$ cat src/rtl/instruction_fetch.sv
// Fetch stage: owns the fetch PC, reads instruction words over a req/ack bus and
// presents them on IR, with a one-entry skid buffer for decode stalls and branch flush.
`timescale 1ns/1ps
module instruction_fetch #(
    parameter logic [31:0] RESET_PC = 32'h0000_0000,
    parameter logic [31:0] NOP_WORD = 32'hF000_0000
) (
    input  logic        clk,
    input  logic        rst,
    input  logic        stall,
    input  logic        br_en,
    input  logic [31:0] br_target,
    output logic        imem_req,
    output logic [31:0] imem_addr,
    input  logic        imem_ack,
    input  logic [31:0] imem_rdata,
    output logic [31:0] IR,
    output logic        ir_valid,
    output logic [31:0] ir_pc
);

    typedef enum logic [1:0] {
        ST_IDLE  = 2'd0,
        ST_REQ   = 2'd1,
        ST_FLUSH = 2'd2
    } state_t;

    state_t      state;
    state_t      state_next;
    logic [31:0] fetch_pc;
    logic [31:0] fetch_pc_next;
    logic [31:0] tgt_hold;
    logic        tgt_load;
    logic [31:0] br_addr;

    logic        ack_vld;
    logic        keep_word;
    logic        advance;
    logic        buf_vld;
    logic        buf_vld_next;
    logic [31:0] buf_word;
    logic [31:0] buf_pc;

    assign br_addr   = br_target & ~32'h0000_0003;
    assign imem_req  = (state != ST_IDLE);
    assign imem_addr = fetch_pc;

    // An ack only counts against our own request; data from an abandoned
    // request (FLUSH) or one cancelled by a same-cycle branch is dropped.
    assign ack_vld   = imem_ack && imem_req;
    assign keep_word = (state == ST_REQ) && ack_vld && !br_en;
    assign advance   = !ir_valid || !stall;

    // Occupancy of the skid buffer after this edge; the FSM only issues
    // a new request when this is clear, so the buffer can never overflow.
    always_comb begin
        buf_vld_next = 1'b0;
        if (br_en) begin
            buf_vld_next = 1'b0;
        end else if (advance) begin
            buf_vld_next = 1'b0;
        end else begin
            buf_vld_next = buf_vld || keep_word;
        end
    end

    always_ff @(posedge clk or negedge rst) begin
        if (!rst) begin
            state    <= ST_REQ;
            fetch_pc <= RESET_PC;
        end else begin
            state    <= state_next;
            fetch_pc <= fetch_pc_next;
        end
    end

    always_comb begin
        state_next    = state;
        fetch_pc_next = fetch_pc;
        tgt_load      = 1'b0;
        case (state)
            ST_REQ: begin
                if (ack_vld) begin
                    if (br_en) begin
                        fetch_pc_next = br_addr;
                    end else begin
                        fetch_pc_next = fetch_pc + 32'd4;
                        if (buf_vld_next) begin
                            state_next = ST_IDLE;
                        end
                    end
                end else if (br_en) begin
                    tgt_load   = 1'b1;
                    state_next = ST_FLUSH;
                end
            end
            ST_FLUSH: begin
                // Address stays put until the abandoned read completes.
                if (ack_vld) begin
                    state_next    = ST_REQ;
                    fetch_pc_next = br_en ? br_addr : tgt_hold;
                end else if (br_en) begin
                    tgt_load = 1'b1;
                end
            end
            ST_IDLE: begin
                if (br_en) begin
                    fetch_pc_next = br_addr;
                    state_next    = ST_REQ;
                end else if (!buf_vld_next) begin
                    state_next = ST_REQ;
                end
            end
            default: begin
                state_next = ST_REQ;
            end
        endcase
    end

    // Output stage: IR/ir_pc with the skid buffer behind it.
    always_ff @(posedge clk or negedge rst) begin
        if (!rst) begin
            ir_valid <= 1'b0;
            IR       <= NOP_WORD;
            ir_pc    <= RESET_PC;
            buf_vld  <= 1'b0;
        end else if (br_en) begin
            ir_valid <= 1'b0;
            IR       <= NOP_WORD;
            buf_vld  <= 1'b0;
        end else if (advance) begin
            if (buf_vld) begin
                IR       <= buf_word;
                ir_pc    <= buf_pc;
                ir_valid <= 1'b1;
                buf_vld  <= 1'b0;
            end else if (keep_word) begin
                IR       <= imem_rdata;
                ir_pc    <= fetch_pc;
                ir_valid <= 1'b1;
            end else begin
                IR       <= NOP_WORD;
                ir_valid <= 1'b0;
            end
        end else if (keep_word) begin
            buf_vld <= 1'b1;
        end
    end

    always_ff @(posedge clk) begin
        if (tgt_load) begin
            tgt_hold <= br_addr;
        end
        if (keep_word && !advance && !buf_vld) begin
            buf_word <= imem_rdata;
            buf_pc   <= fetch_pc;
        end
    end

endmodule

$ cat config.mk
export PLATFORM = sky130hd
export DESIGN_NAME = instruction_fetch
export DESIGN_NICKNAME = d
export VERILOG_FILES = /design/src/rtl/instruction_fetch.sv
export SDC_FILE = /design/constraint.sdc
export NUM_CORES = 1
export LEC_CHECK = 0
export ABC_AREA = 1
export CORE_MARGIN = 10
export CORE_UTILIZATION = 25
export DETAILED_ROUTE_END_ITERATION = 10
export MAX_ROUTING_LAYER = met4
export PLACE_DENSITY = 0.52
export SLEW_MARGIN = 20
export SYNTH_ARGS = -nofsm -noshare
export SYNTH_HDL_FRONTEND = slang
export SYNTH_SLANG_ARGS = --single-unit
$ cat constraint.sdc
create_clock -name clk -period 18.1 [get_ports clk]
set_input_delay 1.81 -clock clk [delete_from_list [all_inputs] [get_ports clk]]
set_output_delay 1.81 -clock clk [all_outputs]
set_load 0.005 [all_outputs]
==> metrics.txt <==
status finished clean; Setup TNS 0 ns; final net count 1177; Tightest Hold Check Type register to register; Synth cell types 37; hold path depth 2; worst reg-to-reg setup slack 15.22 ns; Clock transition at path regs 0.07 ns; data arrival time of the critical path 4.13 ns; largest net degree at the start of global routing 65; worst slew pin tran 0.951 ns; Slew headroom 36.6%; Slew Viols, Final 0; Cell Rows 69; NetSw 646 uW; flop and latch count out of synthesis 188; Seq/Total Area, Yosys 58.1%; IO buf count 160; Pleak 4.70 nW; n_diodes 0; Worst R2R Start state[0]; peak supply drop 0.0686 mV; last element of the critical path imem_addr[7]; IO Count 167; DRC Markers 0; Max Buffers Root-to-Sink 2; HP Start state[0]; YS warnings 0; CP Launch Point br_en; Avg Vias per Cell 4.51; pre-CTS WS 13.89 ns; setup ws final 14.30 ns; Power Internal 1.08 mW; 1st-pass router iterations 4; DIE HEIGHT 209 microns; first-pass GRT wire length 44000 microns; RSZ-0062 raised after global routing false; largest fanout on the critical path 59; Max-Cap Viols 0; Clk Tree Root Cell clkbuf_16; critical path type input port to register; max frequency 263 MHz; Clk pwr share 23.9%; Worst-Skew Late Latency 0.44 ns; clock sink total 188; post-CTS setup repair buffer count 0; antenna violations before repair 0; Cell Area, Synth 8900 sq um; utilization after layout 32.7%; Final min period 3.80 ns; FF-to-FF End imem_addr[7]; gpl congestion 0.811; final setup vio count 0; Final Hold Fails 0; fin crit share 21.0%; wire length on met3 1780 microns; Starting DRT DRC Count 539; Critical Path RT 18.42 ns; H-tree Lvls 4; Avg Synthesized Cell Area 9.27 sq um; DRT met1 WL 13900 microns; top layer in use met4; number of global-route vias before repair 6901; switch share 37.4%; initial core utilization 25.2%; GRT Overall Usage 13.3%; Chip Width 209 microns; cts bufs inserted 17; part of the power in registers 39.1%; # resized after CTS 0; share of cells above drive strength 1 8.06%; GRT Residual Overflow 0; Area growth, synth to finish 29.6%; post-DP HPWL 19100 microns; total power 1.73 mW; CTS tree done; Comb pwr share 37.1%; R2R depth 9; WL/cell 18.2 microns; CORE AREA 35300 sq um; Startpoint Class input port; clock skew 0.0104 ns; CTS Hold Bufs 0; power per standard cell area 150 nW/um^2; Die ar. 43600 sq um; remaining antenna violation count 0; Worst Setup End Kind register; met2 WL post-DR 12600 microns; Vias 7106; final wirelength 28700 microns; Post-Synthesis Cells 960
-- power by group through the flow --
stage | Sequential, mW | Combinational (mW) | Clock, mW
2_1_floorplan | 0.646 | 0.375 | 0
3_3_place_gp | 0.688 | 0.639 | 0
3_5_place_dp | 0.688 | 0.649 | 0
4_1_cts | 0.679 | 0.652 | 0.424
5_1_grt | 0.692 | 0.722 | 0.440
6_report | 0.676 | 0.641 | 0.412
-- Yosys cell counts, drive strengths merged --
master	n	area [sq um]
a211oi	14	105
a21boi	12	93.8
a21oi	40	204
a22o	29	254
a22oi	11	82.6
a2bb2oi	2	17.5
a31oi	30	188
and2	2	12.5
buf	37	225
clkbuf	16	80.1
clkinv	2	7.51
conb	1	3.75
dfrtp	91	2280
dfstp	5	131
edfxtp	92	2760
ha	5	62.6
inv	58	218
nand2	335	1290
nand3	28	155
nand3b	1	7.51
nor2	85	397
nor3	3	15.0
o2111ai	1	15.0
o21ai	60	300
-- worst max-delay path, stage by stage --
cell and delay (ns):
clkdlybuf4s50_1 0.41, buf_4 0.24, inv_1 0.08, buf_4 0.48
a21oi_2 0.11, nand3_2 0.10, buf_4 0.54, inv_1 0.14
a2bb2oi_1 0.16
-- state kept, by name, summed over array words and instances (netlist names) --
signal	cells
IR	32
buf_word	32
buf_pc	30
imem_addr	30
ir_pc	30
tgt_hold	30
state	2
buf_vld	1
ir_valid	1
-- metal layers --
layer / up-vias / global-route usage (%)
met4: 0 / 3.77
li1: 3495 / -
met5: - / -
met2: 189 / 19.0
met1: 3402 / 17.9
met3: 20 / 3.88
-- final cells by class --
cell class | instances | area, sq um
inverters | 60 | 225
well taps | 461 | 577
repair buffers | 174 | 1700
flip-flops and latches | 188 | 5170
fillers | 3598 | 23800
clock buffers | 20 | 447
multi-input cells | 662 | 3220
clock inverters | 12 | 185
-- layout by cell type (no fill, tap or decap), types with 3 or more instances in the layout --
master and n:
nand2_2 6, ha_1 5, clkbuf_16 17, o21ai_0 53, o21ai_1 7, conb_1 4, nand2_1 327, clkdlybuf4s50_1 159
inv_2 6, dfstp_2 5, edfxtp_1 92, buf_4 15, inv_1 52, a211oi_1 14, nor2_2 10, dfrtp_1 90
a21oi_1 39, inv_6 4, nor2_1 67, a22o_1 29, nor2_4 8, nand3_1 25, a22oi_1 11, a31oi_1 30
nand3_2 3, bufinv_16 4, a21boi_1 10
-- worst min-delay path by stage --
stage / end / slack [ns]
after floorplan: state[0] / 0.47
after global placement: state[0] / 0.48
after detailed placement: state[0] / 0.49
after CTS: state[0] / 0.50
after global routing: IR[4] / 0.52
final: state[0] / 0.50
-- stage by stage --
stage | instance area, sq um | hold WS, ns | cells
floorplan | 8910 | 0.472 | 963
global placement | 10900 | 0.484 | 1545
detailed placement | 10900 | 0.492 | 1545
CTS | 11500 | 0.501 | 1577
global route | 11500 | 0.521 | 1577
finish | 11500 | 0.500 | 1577
-- kinds of logic (layout without fill, tap and decap cells) --
group           count (synthesis)  count (layout)  share of synthesized area [%]
simple gates                  454             454                           21.1
compound gates                199             199                           14.2
flops                         188             188                           58.1
buf+inv                       113             266                           5.96
fa+ha+maj                       5               5                          0.703
other cells                     1               4                         0.0421
(Power assumes the default switching activity.)
